## config.mk

```make
export PLATFORM = sky130hd
export DESIGN_NAME = link_ring_node
export DESIGN_NICKNAME = d
export VERILOG_FILES = /design/src/rtl/link_ring_node.sv
export SDC_FILE = /design/constraint.sdc
export NUM_CORES = 1
export LEC_CHECK = 0
export ABC_AREA = 1
export CAP_MARGIN = 20
export CORE_MARGIN = 2
export CORE_UTILIZATION = 45
export CTS_CLUSTER_DIAMETER = 40
export DETAILED_ROUTE_END_ITERATION = 10
export DONT_BUFFER_PORTS = 1
export GPL_ROUTABILITY_DRIVEN = 0
export PLACE_DENSITY_LB_ADDON = 0.25
export SLEW_MARGIN = 5
export SYNTH_ARGS = -nofsm -noshare
export SYNTH_HDL_FRONTEND = slang
export SYNTH_SLANG_ARGS = --single-unit
```

## constraint.sdc

```tcl
create_clock -name i_clk -period 8.1 [get_ports i_clk]
set_input_delay 1.215 -clock i_clk [delete_from_list [all_inputs] [get_ports i_clk]]
set_output_delay 1.215 -clock i_clk [all_outputs]
set_load 0.05 [all_outputs]
```

## src/rtl/link_ring_node.sv

```systemverilog
// link_ring_node: one stop on a unidirectional token ring.
//   Ring-in tokens addressed to ID are delivered locally (o_rx_*); all other
//   tokens are forwarded downstream one cycle later. Local words enter through
//   an injection FIFO and take the ring-out slot only when it is free.
//   Pass-through traffic always wins over injection.
// Ports:
//   i_clk, i_rstn                       clock, async active-low reset
//   i_wen, i_token, i_clk_cnt, i_id     ring-in token
//   i_inj_valid, i_inj_token, i_inj_dst local injection request
//   o_inj_ready                         injection FIFO not full
//   o_wen_down, o_token_down,
//   o_clk_cnt_down, o_id_down           registered ring-out token
//   o_rx_valid, o_rx_token, o_rx_clk_cnt registered local delivery
//   o_stall_cnt                         saturating blocked-injection cycles
module link_ring_node #(
    parameter int unsigned ID         = 0,
    parameter int unsigned FIFO_DEPTH = 4
) (
    input  logic        i_clk,
    input  logic        i_rstn,
    input  logic        i_wen,
    input  logic [31:0] i_token,
    input  logic [31:0] i_clk_cnt,
    input  logic [31:0] i_id,
    input  logic        i_inj_valid,
    input  logic [31:0] i_inj_token,
    input  logic [31:0] i_inj_dst,
    output logic        o_inj_ready,
    output logic        o_wen_down,
    output logic [31:0] o_token_down,
    output logic [31:0] o_clk_cnt_down,
    output logic [31:0] o_id_down,
    output logic        o_rx_valid,
    output logic [31:0] o_rx_token,
    output logic [31:0] o_rx_clk_cnt,
    output logic [15:0] o_stall_cnt
);

    localparam int unsigned AW     = $clog2(FIFO_DEPTH);
    localparam logic [31:0] NODE_ID = 32'(ID);

    // FIFO entry: {dst, token}
    logic [63:0]   mem_q [FIFO_DEPTH];
    logic [AW:0]   wr_ptr_q, wr_ptr_d;
    logic [AW:0]   rd_ptr_q, rd_ptr_d;
    logic [31:0]   cnt_q;

    logic          fifo_empty, fifo_full;
    logic          consume, forward, slot_free, push, pop;
    logic [63:0]   head;

    // Extra pointer MSB distinguishes full from empty when the indices match.
    assign fifo_empty = (wr_ptr_q == rd_ptr_q);
    assign fifo_full  = (wr_ptr_q[AW] != rd_ptr_q[AW]) &&
                        (wr_ptr_q[AW-1:0] == rd_ptr_q[AW-1:0]);

    assign o_inj_ready = i_rstn & ~fifo_full;

    assign consume   = i_wen && (i_id == NODE_ID);
    assign forward   = i_wen && (i_id != NODE_ID);
    assign slot_free = ~forward;
    assign push      = i_inj_valid & o_inj_ready;
    assign pop       = slot_free & ~fifo_empty;
    assign head      = mem_q[rd_ptr_q[AW-1:0]];

    always_comb begin
        wr_ptr_d = wr_ptr_q;
        rd_ptr_d = rd_ptr_q;
        if (push) wr_ptr_d = wr_ptr_q + 1'b1;
        if (pop)  rd_ptr_d = rd_ptr_q + 1'b1;
    end

    // Storage needs no reset: pointer reset alone discards the contents.
    always_ff @(posedge i_clk) begin
        if (push) mem_q[wr_ptr_q[AW-1:0]] <= {i_inj_dst, i_inj_token};
    end

    always_ff @(posedge i_clk or negedge i_rstn) begin
        if (!i_rstn) begin
            cnt_q          <= '0;
            wr_ptr_q       <= '0;
            rd_ptr_q       <= '0;
            o_wen_down     <= 1'b0;
            o_token_down   <= '0;
            o_clk_cnt_down <= '0;
            o_id_down      <= '0;
            o_rx_valid     <= 1'b0;
            o_rx_token     <= '0;
            o_rx_clk_cnt   <= '0;
            o_stall_cnt    <= '0;
        end else begin
            cnt_q      <= cnt_q + 32'd1;
            wr_ptr_q   <= wr_ptr_d;
            rd_ptr_q   <= rd_ptr_d;
            o_wen_down <= forward | pop;
            o_rx_valid <= consume;

            if (forward) begin
                o_token_down   <= i_token;
                o_clk_cnt_down <= i_clk_cnt;
                o_id_down      <= i_id;
            end else if (pop) begin
                o_token_down   <= head[31:0];
                o_id_down      <= head[63:32];
                o_clk_cnt_down <= cnt_q;
            end

            if (consume) begin
                o_rx_token   <= i_token;
                o_rx_clk_cnt <= i_clk_cnt;
            end

            if (forward && !fifo_empty && (o_stall_cnt != 16'hFFFF))
                o_stall_cnt <= o_stall_cnt + 16'd1;
        end
    end

endmodule

```

==> impl_metrics.env <==
export IMPL_coreArea_um2=43200
export IMPL_startpoint_type="flop"
export IMPL_routedWlPerCell_um=19.8
export IMPL_timing_hold_violations_final=0
export IMPL_fmax_mhz=288
export IMPL_initial_core_util=0.458
export IMPL_routed_wl_um=49500
export IMPL_vias=13700
export IMPL_mappedNetlistArea_um2=19800
export IMPL_fin_skew_ns=0.0154
export IMPL_drive_gt1_frac=0.0853
export IMPL_post_cts_resize_count=0
export IMPL_synth_top_cells_by_count="419 x nand2_1, 303 x nand3_1, 256 x edfxtp_1"
export IMPL_ios=343
export IMPL_ys_warnings_count=0
export IMPL_grt_pass1_wl_um=76400
export IMPL_ys_seq_elements=472
export IMPL_arrival_ns=3.67
export IMPL_grt_overflow_total=0
export IMPL_min_period_ns=3.47
export IMPL_synth_nets=2061
export IMPL_cts_sinks=472
export IMPL_synth_most_common_cell="nand2_1"
export IMPL_clock_path_buffers=3
export IMPL_hp_class="in -> async"
export IMPL_synthAdderAreaFrac=0.00443
export IMPL_slew_limit_headroom=0.288
export IMPL_die_area_um2=45600
export IMPL_die_h_um=214
export IMPL_synthSimpleGateAreaFrac=0.220
export IMPL_setup_tns_final_ns=0
export IMPL_tightest_slew_ns=1.07
export IMPL_post_route_period_util=0.428
export IMPL_p_total_mw=8.51
export IMPL_n_fill_cell=3837
export IMPL_diodes=0
export IMPL_dp_hpwl_um=30400
export IMPL_maxCapViolCount=0
export IMPL_drt_iter0_drc=1260
export IMPL_ys_flop_type="edfxtp_1"
export IMPL_ys_seq_area_frac=0.663
export IMPL_synth_avg_cell_area_um2=10.5
export IMPL_synth_area_leaders="edfxtp_1 39%, dfrtp_1 27%, nand2_1 8.0%"
export IMPL_tritoncts="yes"
export IMPL_cts_made_buffers=70
export IMPL_yosysTopAreaCell="edfxtp_1"
export IMPL_cts_max_level=3
export IMPL_antenna_found_initial=0
export IMPL_area_growth_pct=13.8
export IMPL_grt_pass1_vias=13600
export IMPL_synth_compound_area_frac=0.0480
export IMPL_dr_pass1_iters=5
export IMPL_async_flop_share=0.458
export IMPL_endpoint_kind="flop"
export IMPL_cts_hold_fix_buffers=0
export IMPL_port_buffer_count=0
export IMPL_die_w_um=214
export IMPL_synth_top_family_by_area="simple AND/OR/NAND/NOR gates"
export IMPL_outcome="finished clean"
export IMPL_critPathRequiredTime_ns=8.30
export IMPL_crit_path_max_fanout=53
export IMPL_synthMuxAreaShare=0.00507
export IMPL_synth_edf_count=256
export IMPL_nets=2037
export IMPL_p_per_area_nw_per_um2=378
export IMPL_clk_latency_ns=0.57
export IMPL_ant_nets=0
export IMPL_grt_max_degree=219
export IMPL_criticalPathCategory="reg -> reg"
export IMPL_synth_top_area_frac=0.389
export IMPL_ir_drop_mv=0.296
export IMPL_rows=76
export IMPL_synth_cells=1890
export IMPL_cts_root_buffer="clkbuf_16"
export IMPL_ys_types=32
export IMPL_rsz0062_at_grt="false"
export IMPL_setup_viol=0
export IMPL_drc_errors=0
export IMPL_clk_pin_slew_ns=0.06
export IMPL_synth_xor_area_frac=0.0186
export IMPL_p_leak_nw=9.11
export IMPL_timing_final_max_slew_violations=0
export IMPL_post_cts_buffers=0
export IMPL_vias_per_cell=5.46
export IMPL_grt_util_all_layers=0.218
==> cell usage in the layout, fill, tap and decap left out, drive strengths merged, types with 12 or more instances in the layout <==
cell,count
clkinv,12
o21ai,175
inv,65
nor2,236
nor3,17
xor2,23
buf,16
clkbuf,83
nand4,32
edfxtp,256
nand2,420
dfrtp,216
xnor2,19
nand3,305
==> logic make-up (layout without fill, tap and decap cells) <==
family | count (synthesis) | in the layout
AO/OA/AOI/OAI | 186 | 186
XOR/XNOR | 42 | 42
adder cells (fa/ha/maj) | 7 | 7
buffers and inverters | 160 | 192
flip-flops | 472 | 472
multiplexers | 10 | 10
AND/OR/NAND/NOR | 1013 | 1013
==> worst max-delay path: stages, from the launching register on <==
cell and delay [ns]:
dfrtp_4 0.82, xnor2_1 0.14, nand2_1 0.10, inv_2 0.05, nand2_1 0.07, nand3_1 0.40
nor2_4 0.78, buf_4 0.70
==> stage by stage <==
stage | util | instances | area, um^2 | hold WS [ns] | setup slack [ns]
3_3_place_gp | 0.464 | 2377 | 20000 | 0.489 | 4.58
5_1_grt | 0.521 | 2507 | 22500 | 0.294 | 4.39
6_report | 0.521 | 2507 | 22500 | 0.334 | 4.63
3_5_place_dp | 0.464 | 2377 | 20000 | 0.493 | 4.50
2_1_floorplan | - | 1890 | 19800 | 0.464 | 3.44
4_1_cts | 0.520 | 2505 | 22400 | 0.288 | 4.56
==> per-layer routing <==
metal  part of all wire  vias up  global-route usage
met5                  0        -                   0
met4              0.023        0              0.0812
met1               0.40     6695               0.263
met3              0.093       72              0.0750
li1                   -     6437                   -
met2               0.49      472               0.361
==> registers in the layout, summed over array words and instances (netlist names) <==
name            flops
cnt_q              32
mem_q             256
o_clk_cnt_down     32
o_id_down          32
o_rx_clk_cnt       32
o_rx_token         32
o_rx_valid          1
o_stall_cnt        16
o_token_down       32
o_wen_down          1
rd_ptr_q            3
wr_ptr_q            3
==> report_power, final <==
group / leakage (nW) / internal (mW) / total (mW) / switching (mW)
logic: 2.81 / 0.453 / 1.54 / 1.08
registers: 5.14 / 2.90 / 3.92 / 1.02
clock network: 1.16 / 1.91 / 3.05 / 1.14
==> path summary, 6_finish.rpt <==
path / from / endpoint / slack, ns / cells past startpoint
hold / removal: i_rstn / cnt_q[13] / 0.33 / 0
setup reg to reg: rd_ptr_q[0] / mem_q[2][61] / 4.63 / 7
max in group asynchronous: i_rstn / rd_ptr_q[0] / 7.50 / 0
min in group i_clk: cnt_q[29] / cnt_q[29] / 0.50 / 1
hold reg to reg: cnt_q[29] / cnt_q[29] / 0.50 / 1
setup / recovery: rd_ptr_q[0] / mem_q[2][61] / 4.63 / 7
==> layout make-up <==
class	instances	area, um^2	share of cell area
inverter	48	184	0.00818
tap	585	732	0.0326
sequential	472	13100	0.583
timing repair buffer	16	153	0.00679
clock inverter	45	508	0.0226
clock buffer	83	1900	0.0847
multi-input combinational	1258	5900	0.263
No activity file was read; power rests on OpenSTA's default activity.
